<file path="src/rtl/led_tick_counter.sv">
// Prescaled LED counter with enable, direction, wrap/saturate, parallel load,
// terminal-count pulse and two debounced active-low pushbuttons.

module led_tick_debounce #(
  parameter int DEBOUNCE = 120000
) (
  input  logic clk,
  input  logic rst_n,
  input  logic raw,
  output logic state
);
  localparam int DW = (DEBOUNCE > 1) ? $clog2(DEBOUNCE) : 1;
  localparam logic [DW-1:0] LAST = DW'(DEBOUNCE - 1);

  logic          s1;
  logic          s2;
  logic [DW-1:0] cnt;

  always_ff @(posedge clk) begin
    if (!rst_n) begin
      s1    <= 1'b1;
      s2    <= 1'b1;
      state <= 1'b1;
      cnt   <= '0;
    end else begin
      s1 <= raw;
      s2 <= s1;
      // Any return to the accepted level restarts the stability window.
      if (s2 == state) begin
        cnt <= '0;
      end else if (cnt == LAST) begin
        state <= s2;
        cnt   <= '0;
      end else begin
        cnt <= cnt + 1'b1;
      end
    end
  end
endmodule

module led_tick_counter #(
  parameter int WIDTH    = 4,
  parameter int DIVISOR  = 12000000,
  parameter int SATURATE = 0,
  parameter int DEBOUNCE = 120000
) (
  input  logic             clk,
  input  logic             rst_n,
  input  logic             en,
  input  logic             dir,
  input  logic             load,
  input  logic [WIDTH-1:0] load_val,
  input  logic             clr_btn,
  input  logic             step_btn,
  output logic [WIDTH-1:0] count,
  output logic             tick,
  output logic             tc
);
  localparam int              PW         = $clog2(DIVISOR);
  localparam logic [PW-1:0]   PRESC_LAST = PW'(DIVISOR - 1);
  localparam logic [WIDTH-1:0] CNT_MAX   = '1;
  localparam bit              SAT        = (SATURATE != 0);

  logic [PW-1:0] presc;
  logic          clr_db;
  logic          step_db;
  logic          step_prev;
  logic          step_fall;
  logic          rollover;
  logic          advance;
  logic          at_bound;

  led_tick_debounce #(.DEBOUNCE(DEBOUNCE)) u_clr_db (
    .clk   (clk),
    .rst_n (rst_n),
    .raw   (clr_btn),
    .state (clr_db)
  );

  led_tick_debounce #(.DEBOUNCE(DEBOUNCE)) u_step_db (
    .clk   (clk),
    .rst_n (rst_n),
    .raw   (step_btn),
    .state (step_db)
  );

  // A press is the debounced 1->0 transition; release is ignored.
  assign step_fall = step_prev & ~step_db;
  assign rollover  = en && (presc == PRESC_LAST);
  assign advance   = rollover | step_fall;
  assign at_bound  = dir ? (count == '0) : (count == CNT_MAX);

  always_ff @(posedge clk) begin
    if (!rst_n) begin
      presc     <= '0;
      count     <= '0;
      tick      <= 1'b0;
      tc        <= 1'b0;
      step_prev <= 1'b1;
    end else begin
      step_prev <= step_db;
      // NOTE: pulse outputs default low with non-blocking assignments; a later
      // assignment in the same block wins, so each pulse lasts one cycle.
      tick      <= 1'b0;
      tc        <= 1'b0;
      if (!clr_db) begin
        count <= '0;
        presc <= '0;
      end else begin
        if (en) begin
          if (rollover) begin
            presc <= '0;
            tick  <= 1'b1;
          end else begin
            presc <= presc + 1'b1;
          end
        end
        if (load) begin
          count <= load_val;
        end else if (advance) begin
          tc <= at_bound;
          if (!(at_bound && SAT)) begin
            count <= dir ? (count - 1'b1) : (count + 1'b1);
          end
        end
      end
    end
  end
endmodule

</file>
<file path="config.mk">
export PLATFORM = sky130hd
export DESIGN_NAME = led_tick_counter
export DESIGN_NICKNAME = d
export VERILOG_FILES = /design/src/rtl/led_tick_counter.sv
export SDC_FILE = /design/constraint.sdc
export NUM_CORES = 1
export LEC_CHECK = 0
export ABC_AREA = 1
export CAP_MARGIN = 20
export CORE_AREA = 2 2 137 72
export CTS_BUF_LIST = sky130_fd_sc_hd__clkbuf_16
export DETAILED_ROUTE_END_ITERATION = 16
export DIE_AREA = 0 0 139 74
export PLACE_DENSITY = 0.58
export SLEW_MARGIN = 15
export SYNTH_ARGS = -nofsm -noshare
export SYNTH_HDL_FRONTEND = slang
export SYNTH_SLANG_ARGS = --single-unit
</file>
<file path="constraint.sdc">
create_clock -name clk -period 1.36 [get_ports clk]
set_input_delay 0.34 -clock clk [delete_from_list [all_inputs] [get_ports clk]]
set_output_delay 0.34 -clock clk [all_outputs]
set_load 0.02 [all_outputs]
</file>
# Yosys cells after proc, flatten, opt, wreduce, memory -nomap -nowiden
# Index checks and enable logic that the tools add are counted.
[totals]
register_bits = 71
input_bits = 11
output_inout_bits = 6
wordCells = 48
[classes]
n_addsub = 5
eq_ne = 6
muxes = 6
n_bitwise = 8
n_reduce_logical = 10
[op_table]
columns = ["cell", "count"]
rows = [
  ["adder 17 x 1 -> 17 bit (second input constant)", 2],
  ["== test 17 bit (second input constant)", 2],
  ["adder 24 x 1 -> 24 bit (second input constant)", 1],
  ["== test 24 bit (second input constant)", 1],
  ["2-to-1 mux 24 bit", 1],
  ["2-to-1 mux 4 bit", 3],
  ["NOT 1 bit", 6],
  ["AND reduction 2 bit", 3],
  ["OR reduction 3 bit", 2],
  ["adder 4 x 1 -> 4 bit (second input constant)", 1],
  ["== test 4 bit (second input constant)", 1],
  ["logical NOT 4 bit", 1],
  ["OR reduction 4 bit", 1],
  ["subtractor 4 x 1 -> 4 bit (second input constant)", 1],
  ["AND reduction 3 bit", 1],
  ["== test 1 bit", 2],
  ["2-to-1 mux 1 bit", 2],
  ["nonzero test 2 bit", 1],
  ["AND 1 bit", 1],
  ["logical AND 1 bit", 1],
  ["bitwise OR 1 bit", 1],
]

# Logic depth before layout (Yosys ltp)
[depth]
word_depth = 5
ltp_mapped = 11
mapped_depth_nobuf = 11

# By module
# From an unflattened synthesis, not the netlist that was laid out.
[hier_totals]
hier_cells = 513
hier_area_um2 = 3662.3
[by_module_without_submodules]
columns = ["module", "n_inst", "cells_per_inst", "area_each_um2", "seq_area_each_um2"]
rows = [
  ["led_tick_debounce", 2, 131, 964.7, 400.4],
  ["led_tick_counter", 1, 251, 1732.9, 620.6],
]

# Least setup slack after synthesis
# No wires, ideal clock.
[synth_path]
path_kind = "register -> register"
startpoint = "register count[0]"
endpoint = "register count[2]"
t_arrival_ns = 1.424
required_ns = 1.288
path_slack_ns = -0.137
path_stages_with_launch = 7
path_buffers = 0
cell_sequence = "dfxtp_1 > inv_1 > fa_1 > xor2_1 > o21ai_0 > nand2_1 > a21oi_1"
[synth_between]
elab_chain_cells = 4
[synth_rtl]
columns = ["item", "line", "rtl"]
rows = [
  ["start: declaration", "55", "output logic [WIDTH-1:0] count,"],
  ["start signal: assignment", "119", "count <= load_val;"],
  ["start signal: assignment", "123", "count <= dir ? (count - 1'b1) : (count + 1'b1);"],
  ["adder 4 x 1 -> 4 bit / subtractor 4 x 1 -> 4 bit (equally long branches)", "123", ""],
  ["2-to-1 mux 4 bit (*)", "123", ""],
  ["2-to-1 mux 4 bit (*)", "120", "end else if (advance) begin"],
  ["2-to-1 mux 4 bit (*)", "118", "if (load) begin"],
]
# Every way passes the cells marked *; elsewhere a longest branch is shown, timed or not. The select of a mux whose other input is x is not followed.
# A chain may end at the register's enable or synchronous reset.

# Final worst setup path
[layout_path]
startpoint = "register presc[1]"
endpoint = "register presc[16]"
[layout_between]
elab_chain_cells = 3
[layout_rtl]
columns = ["item", "line", "rtl"]
rows = [
  ["start: declaration", "64", "logic [PW-1:0] presc;"],
  ["start signal: assignment", "115", "presc <= presc + 1'b1;"],
  ["parallel branches: the longest is 2 deep, another holds adder 24 x 1 -> 24 bit", "n/a", ""],
  ["2-to-1 mux 24 bit (*)", "111", "if (rollover) begin"],
]
# Every way passes the cells marked *.

==> flow_summary.ini <==
[status]
status = finished, violations left
violations = negative setup slack

[logic_synthesis]
synthAdderAreaFrac = 0.0232
synth_largest_area_cell = dfxtp_1
synthesis.area_mm2 = 0.00357
avgSynthCellArea_um2 = 7.38
synth_area_leaders = dfxtp_1 (40%), nand2_1 (9.5%), inv_1 (5.9%), nor2_1 (5.9%), a21oi_1 (4.9%)
synth_top_area_share = 0.399
synth_xor_area_frac = 0.0295
syn_nets = 500
yosys.area_share.simple = 0.367
synth-compound-area-share = 0.100
seq_area_frac_synth = 0.399
synth_top_family_by_area = simple AND/OR/NAND/NOR gates
synth_cell_types = 40
syn_inst = 483
ys_warn_count = 0
synthMuxAreaShare = 0
synth.ff_latch_count = 71

[power_and_ir_drop]
pwr-share-seq = 0.485
internal_power_mw = 3.41
p_switching_mw = 0.979
combPwrFrac = 0.068
peakVddDrop_mv = 0.759
leakagePower_nw = 2.03
total_power_mw = 4.39
swShare = 0.223
clkPwrFrac = 0.447
power.density_mw_per_mm2 = 843

[placement]
place_congestion = 0.866
numPortBuffers = 16
hpwl_mm = 6.72
place_area_mm2 = 0.00431
dpl.cell_count = 673
pre_cts_slack_ns = -0.550

[routing]
drtAntennaViolNets = 0
drt_first_iter_violations = 224
drt-pass1-iter-count = 5
vias_per_cell = 4.98
routed_wl_mm = 9.73
wire_per_inst_um = 13.9
drc = 0
vias = 3489

[timing]
slew_headroom = 0.659
final_hold_viol_count = 0
setup_violations = 41
final_max_slew_viol_count = 0
final.setup.tns_ns = -1.88
period_share = 1.09
tightest_slew_ns = 0.511
fin_worst_skew_ns = 0.00659
max_freq_mhz = 674
worst_slack_ns = -0.124
fin_crit_ns = 1.48
rsz0062_at_grt = yes

[global_routing]
grt_max_degree = 17
grt_antenna_before_repair = 0
grt-ovfl-total = 0
grt_pass1_vias = 3121
grt_pass1_wl_mm = 15.2
grt.total_usage = 0.192

[clocking]
clock_path_buffers = 2
cts-root-buf = clkbuf_16
cts_tree = done
cts_sinks = 71
path_clk_slew_ns = 0.05
htree_levels = 3
cts_buffers = 9
clk_latency_ns = 0.33

[final_layout]
finalNetCount = 596
drive_gt1_frac = 0.415
final_common_cell = nand2_1
areaGrowthSynthToFinish_pct = 46.0
layout.cells.non_filler = 700
n_antenna_cell = 0
mostFrequentLayoutCells = nand2_1 (75), buf_4 (65), dfxtp_1 (58), inv_1 (52), nor2_1 (44)
fillers = 823
final_area_mm2 = 0.00520

[setup_path]
crit_type = flip-flop to flip-flop
startpoint = presc[1]$_SDFFE_PN0P_
worstPathRequired_ns = 1.62
startpoint_type = flip-flop
r2r_start = presc[1]$_SDFFE_PN0P_
cp.arrival_ns = 1.74
end_kind = flip-flop
crit_fanout = 7

[worst_hold_path]
worstHoldStart = rst_n
hold_path.class = input port to flip-flop

[floorplan]
ios = 17
fp.coreArea_mm2 = 0.00913
rows = 25
die_w_um = 139
start_util = 0.390
die_area_mm2 = 0.0103
die_y_um = 74

[run]
cap_violations = 0
==> kinds of logic (layout without fill, tap and decap cells) <==
group | after synthesis | count (layout)
buffers and inverters | 69 | 162
adder cells (fa/ha/maj) | 6 | 6
AO/OA/AOI/OAI | 65 | 65
flip-flops | 71 | 71
AND/OR/NAND/NOR | 260 | 263
XOR/XNOR | 12 | 12
==> critical path: stages (launching register included) <==
cell and delay, ns:
dfxtp_2 0.33, ha_4 0.17, nand2_4 0.09, nor2_4 0.04
nand2_4 0.14, nor2_8 0.05, a21oi_4 0.21, buf_6 0.18
o21ai_2 0.06, a21oi_1 0.12
==> area by class of cell <==
cell class                 count  area [um^2]  area share
clock buffer                   9          225      0.0433
clock inverter                 2         7.51     0.00144
inverter                      63          241      0.0464
multi-input combinational    346         2430       0.468
sequential                    71         1440       0.277
tap                          121          151      0.0291
timing repair buffer          88          706       0.136
==> path summary, 6_finish.rpt <==
check                             to  slack (ns)  cells after the start
max           presc[16]$_SDFFE_PN0P_       -0.12                      9
min             step_prev$_SDFF_PN1_        0.41                      2
min reg2reg  u_step_db.s2$_SDFF_PN1_        0.41                      1
max reg2reg   presc[16]$_SDFFE_PN0P_       -0.12                      9
==> per-stage QoR <==
step / hold slack (ns) / util
final: 0.410 / 0.570
after global routing: 0.429 / 0.570
after CTS: 0.410 / 0.535
after detailed placement: 0.407 / 0.472
after global placement: 0.406 / 0.472
after floorplan: 0.393 / -
==> registers in the layout, summed over array words and instances (netlist names), 4 cells and up <==
name and flops:
presc 24, count 4, u_clr_db.cnt 17, u_step_db.cnt 17
==> synth_stat cells, drive strengths merged <==
library cell / instances
nand2: 101
nor2: 73
dfxtp: 71
inv: 63
a21oi: 36
nand3: 32
nor3: 25
o21ai: 22
nand4: 16
xor2: 9
or2: 6
buf: 5
ha: 5
nor3b: 4
a31oi: 3
xnor2: 3
nand3b: 2
clkbuf: 1
fa: 1
nor4: 1
o211a: 1
o211ai: 1
o21bai: 1
o31ai: 1
==> power by group through the flow <==
stage                     clock network [mW]  registers, mW  logic, mW
after floorplan                            0           2.17      0.120
after global placement                     0           2.16      0.243
after detailed placement                   0           2.17      0.250
after CTS                               2.02           2.13      0.279
after global routing                    2.12           2.13      0.329
final                                   1.96           2.13      0.300
==> what timing repair did <==
item | CTS | global route
buffers inserted | 9 | 4
pin swaps | 26 | 30
endpoints found under the setup margin | 69 | 68
cloned | 3 | 1
hold buffers | 0 | 0
gates resized for setup | 83 | 81
==> per-layer routing <==
metal,vias up,track usage,share of wire
met5,-,0,0
met4,0,0.0673,0.015
met3,15,0.0625,0.074
met2,111,0.267,0.40
met1,1587,0.278,0.51
li1,1776,-,-
Note: power is estimated with default switching activity, not from simulation.
==> edit 1: new RTL, same settings <==
The parameter `DIVISOR` goes from 12000000 to 6000000.
--- a/src/rtl/led_tick_counter.sv
+++ b/src/rtl/led_tick_counter.sv
@@ -40,7 +40,7 @@
 
 module led_tick_counter #(
   parameter int WIDTH    = 4,
-  parameter int DIVISOR  = 12000000,
+  parameter int DIVISOR  = 6000000,
   parameter int SATURATE = 0,
   parameter int DEBOUNCE = 120000
 ) (
Formal check against the unedited RTL: same outputs for any inputs over 10 cycles, from zero or initial values and one cycle with rst_n low; that may be too few to reach the edited logic, so the function may still have changed.
==> edit 1 against the original RTL <==
  * Area after synthesis fell by 3.2%
  * Non-clock buffer count increased by 28
  * Routed wire length grew 6.4%
  * Setup slack better by 17 ps
  * Sequential power is 2% lower
  * Highest routed layer unchanged
  * Core utilization up 1.5 points
  * The run still ends with negative setup slack left
  * Power grew 2.4%
  * Sequential cell count down 1
  * Final area grew 2.7%
  * Critical path type unchanged
==> edit 1: results (changes against the original RTL) <==
status=finished with violations; complex-gate fraction of the synthesized area=6.74% (-3.3 points); Seq/Total Area, Yosys=40.6% (+0.73 points); first-pass GRT wire length=16300 um (+7.0%); Layout area overhead=54.9%; post-synth net total=508 (+1.6%); top cells by area, synth=dfxtp_1, nand2_1, nor2_1, inv_1, nand3_1; Max stage delay on crit path=350 ps (+20 ps); Post-Synth XOR/XNOR Area=3.81% (+0.86 points); worst hold stages=1 (-1); maximum fanout along the worst path=3 (-4); Gate power share=7.1% (+0.3 points); first-iteration detailed-routing DRC count=315 (+41%); R2R cell count=7 (-2); met3 wire len=564 um (-22%); WL/cell=13.9 um (about the same); Hold Path Sink=u_clr_db.s2; hold slack=428 ps (+18.4 ps); count of final setup violators=37 (-9.8%); routability cong.=0.899 (+3.8%); met2 Track Usage GR=29.4% (+2.7 points); Crit Reg-Reg Startpoint=u_step_db.cnt[0]; Int Power=3420 uW (+0.34%); biggest regs=presc x23, u_clr_db.cnt x17, u_step_db.cnt x17; hold_sp=u_clr_db.s1; Filler cells=815 (-0.97%); post-synthesis adder-cell area fraction=2.39% (+0.076 points); met3 Track Usage GR=6.44% (+0.19 points); Synth top cells by count=nand2_1, nor2_1, dfxtp_1, inv_1, nand3_1; HPWL Detailed=6890 um (+2.6%); placed insts=712 (+5.8%); Cell variety after synth=31 (-23%); setup slack at placement=-558 ps (-8.35 ps); share of layout cells above drive strength 1=40.3% (-1.2 points); total track usage=20.2% (+1.1 points); Final WS setup=-108 ps (+16.5 ps); largest net degree at the start of global routing=13 (-4); met2 WL post-DR=4420 um (+13%); r2r endpoint=u_step_db.state; DP Area=4460 um^2 (+3.5%); met1 Use GR=29.2% (+1.4 points); Setup TNS Final=-2300 ps (-414 ps); Syn Area/Cell=7.03 um^2 (-4.8%); violated checks=negative setup slack; met1 WL=5270 um (+6.7%); vias in the first global route=3397 (+8.8%); worst vdd ir=618 uV (-19%); CP arrival=1700 ps (-40 ps); sw frac=23.8% (+1.5 points); nets=635 (+6.5%); skew final=6.73 ps (+0.135 ps); via count=3647 (+4.5%)
-- edit 1: kinds of logic (layout without fill, tap and decap cells) --
family                   count (synthesis)  in the layout
AO/OA/AOI/OAI                           44             44
XOR/XNOR                                15             15
adder cells (fa/ha/maj)                  6              6
buffers and inverters                   62            192
flip-flops                              70             70
AND/OR/NAND/NOR                        294            296
-- edit 1: how the worst max path moves through the flow --
stage,start,endpoint,slack (ps),depth (start not counted)
after global placement,dir,count[2],-550,9
final,u_step_db.cnt[0],u_step_db.state,-110,7
after floorplan,u_step_db.cnt[1],u_step_db.cnt[15],-4,7
after global routing,u_step_db.cnt[0],u_step_db.cnt[10],-220,9
after detailed placement,dir,count[2],-560,9
after CTS,u_step_db.cnt[0],u_step_db.cnt[10],-110,9
-- edit 1: cell type report --
type                            count  area (um^2)  share of cell area [%]
Multi-Input combinational cell    361         2280                    42.7
Timing Repair inverter              1         11.3                   0.211
Timing Repair Buffer              116          952                    17.8
Tap cell                          121          151                    2.83
Clock buffer                        9          225                    4.21
Clock inverter                      7         33.8                   0.632
Inverter                           59          241                    4.52
Sequential cell                    70         1450                    27.1
-- edit 1: what timing repair did --
| item | in CTS | in global routing |
|---|---|---|
| setup buffers | 5 | 10 |
| gates cloned | 2 | 1 |
| endpoints found under the setup margin | 66 | 64 |
| pin swaps | 14 | 28 |
| resized for setup | 57 | 111 |
-- edit 1: critical path, delay by kind of cell, from the launching register on --
| kind | cells | cell delay, ps |
|---|---|---|
| buffers and inverters | 1 | 230 |
| flip-flops | 1 | 350 |
| AND/OR/NAND/NOR | 3 | 460 |
| AO/OA/AOI/OAI | 2 | 160 |
| adder cells (fa/ha/maj) | 1 | 150 |
==> edit 2: new RTL, same settings <==
Without the edit above. Register the output `count` once more; this adds one clock of latency there. The other outputs are not delayed to match.
--- a/src/rtl/led_tick_counter.sv
+++ b/src/rtl/led_tick_counter.sv
@@ -61,6 +61,8 @@
   localparam logic [WIDTH-1:0] CNT_MAX   = '1;
   localparam bit              SAT        = (SATURATE != 0);
 
+  logic [WIDTH-1:0] count_s0;
+
   logic [PW-1:0] presc;
   logic          clr_db;
   logic          step_db;
@@ -88,12 +90,12 @@
   assign step_fall = step_prev & ~step_db;
   assign rollover  = en && (presc == PRESC_LAST);
   assign advance   = rollover | step_fall;
-  assign at_bound  = dir ? (count == '0) : (count == CNT_MAX);
+  assign at_bound  = dir ? (count_s0 == '0) : (count_s0 == CNT_MAX);
 
   always_ff @(posedge clk) begin
     if (!rst_n) begin
       presc     <= '0;
-      count     <= '0;
+      count_s0  <= '0;
       tick      <= 1'b0;
       tc        <= 1'b0;
       step_prev <= 1'b1;
@@ -104,7 +106,7 @@
       tick      <= 1'b0;
       tc        <= 1'b0;
       if (!clr_db) begin
-        count <= '0;
+        count_s0 <= '0;
         presc <= '0;
       end else begin
         if (en) begin
@@ -116,15 +118,19 @@
           end
         end
         if (load) begin
-          count <= load_val;
+          count_s0 <= load_val;
         end else if (advance) begin
           tc <= at_bound;
           if (!(at_bound && SAT)) begin
-            count <= dir ? (count - 1'b1) : (count + 1'b1);
+            count_s0 <= dir ? (count_s0 - 1'b1) : (count_s0 + 1'b1);
           end
         end
       end
     end
   end
+  always_ff @(posedge clk) begin
+    count <= count_s0;
+  end
+
 endmodule
 
Behaviour: not the same (Yosys sat finds a counterexample within 4 cycles, from zero or initial values and one cycle with rst_n low).
==> edit 2 against the original RTL <==
  * Non-clock buffer count grew 31
  * Highest routed layer unchanged
  * The flow still finishes with violations (negative setup slack)
  * Area after synthesis up 0.53%
  * Synthesized cell count down 0.83%
  * Cell count is 4.6% higher
  * Critical endpoint is now presc[20]
  * Final area rose by 7.8%
  * Power up 13%
  * Sequential cell count grew 4
  * Routed wire length increased by 7.2%
  * Clock skew rose by 1.0 ps
  * Setup slack worse by 26 ps
  * First-iteration DRC count up 18%
==> edit 2: results (changes against the original RTL) <==
Max stage delay on crit path=350 ps (+20 ps); Final WS setup=-150 ps (-25.8 ps); Synth top cells by count=nand2_1, dfxtp_1, nor2_1, inv_1, nand3_1; placed insts=682 (+1.3%); Seq/Total Area, Yosys=41.9% (+2.0 points); status=finished with violations; post-synth net total=496 (-0.80%); vias in the first global route=3279 (+5.1%); Setup TNS Final=-1910 ps (-32.0 ps); Critical path origin=presc[0]; worst vdd ir=600 uV (-21%); count of final setup violators=39 (-4.9%); NetSw=1140 uW (+17%); routability cong.=0.862 (-0.44%); CP top delay family=simple AND/OR/NAND/NOR gates; DP Area=4410 um^2 (+2.3%); Cell variety after synth=36 (-10%); slew margin rel.=74.1% (+8.2 points); via count=3682 (+5.5%); Filler cells=756 (-8.1%); Hold Path Sink=u_clr_db.state; HPWL Detailed=6650 um (-1.1%); skew final=7.61 ps (+1.02 ps); violated checks=negative setup slack; WL/cell=14.2 um (+2.5%)
edit 2: changes by cell type after synthesis, sizes merged, moves of 3 or more:
cell	delta
inv	-5
a21oi	-4
nand3	+7
nand4	+3
o21ai	-6
nor2	+4
nand2	-3
dfxtp	+4
edit 2: logic make-up (layout without fill, tap and decap cells):
family / count (synthesis) / in the layout / share of synthesized area [%]
and+or+nand+nor: 268 / 270 / 36.9
buffers and inverters: 63 / 193 / 7.16
adders and majority gates: 6 / 6 / 2.30
AOI/OAI and AO/OA: 54 / 54 / 8.59
xor gates and xnor gates: 13 / 13 / 3.18
DFF: 75 / 75 / 41.9
edit 2: what timing repair did:
item                                    in CTS  in global routing
gates cloned                                 2                  1
endpoints found under the setup margin      67                 65
pin swaps                                   23                 52
setup buffers                               14                 19
resized for setup                           63                118
edit 2: power groups by stage:
stage	clock, uW	sequential (uW)	combinational, uW
global route	2540	2250	349
floorplan	0	2310	121
CTS	2440	2250	295
global placement	0	2290	255
detailed placement	0	2290	257
finish	2380	2240	322
edit 2: worst register-to-register path, delay by kind of cell, from the launching register on:
kind	cells	cell delay, ps
simple gates	9	770
flops	1	350
fa+ha+maj	1	160
buf+inv	1	130
edit 2: area by class of cell:
cell class                      count  area [um^2]  share of cell area, %
Tap cell                          121          151                   2.70
Sequential cell                    75         1530                   27.2
Multi-Input combinational cell    343         2400                   42.7
Timing Repair Buffer              119         1010                   18.0
Clock buffer                        9          225                   4.01
Inverter                           58          228                   4.06
Clock inverter                      7         75.1                   1.34
edit 2: layer usage:
layer  global-route usage [%]  vias up  share of wire [%]
met5                        0        -                  0
met3                     6.12       13                5.3
li1                         -     1833                  -
met2                     28.6       94                 44
met1                     27.7     1742                 50
met4                     5.05        0                1.3
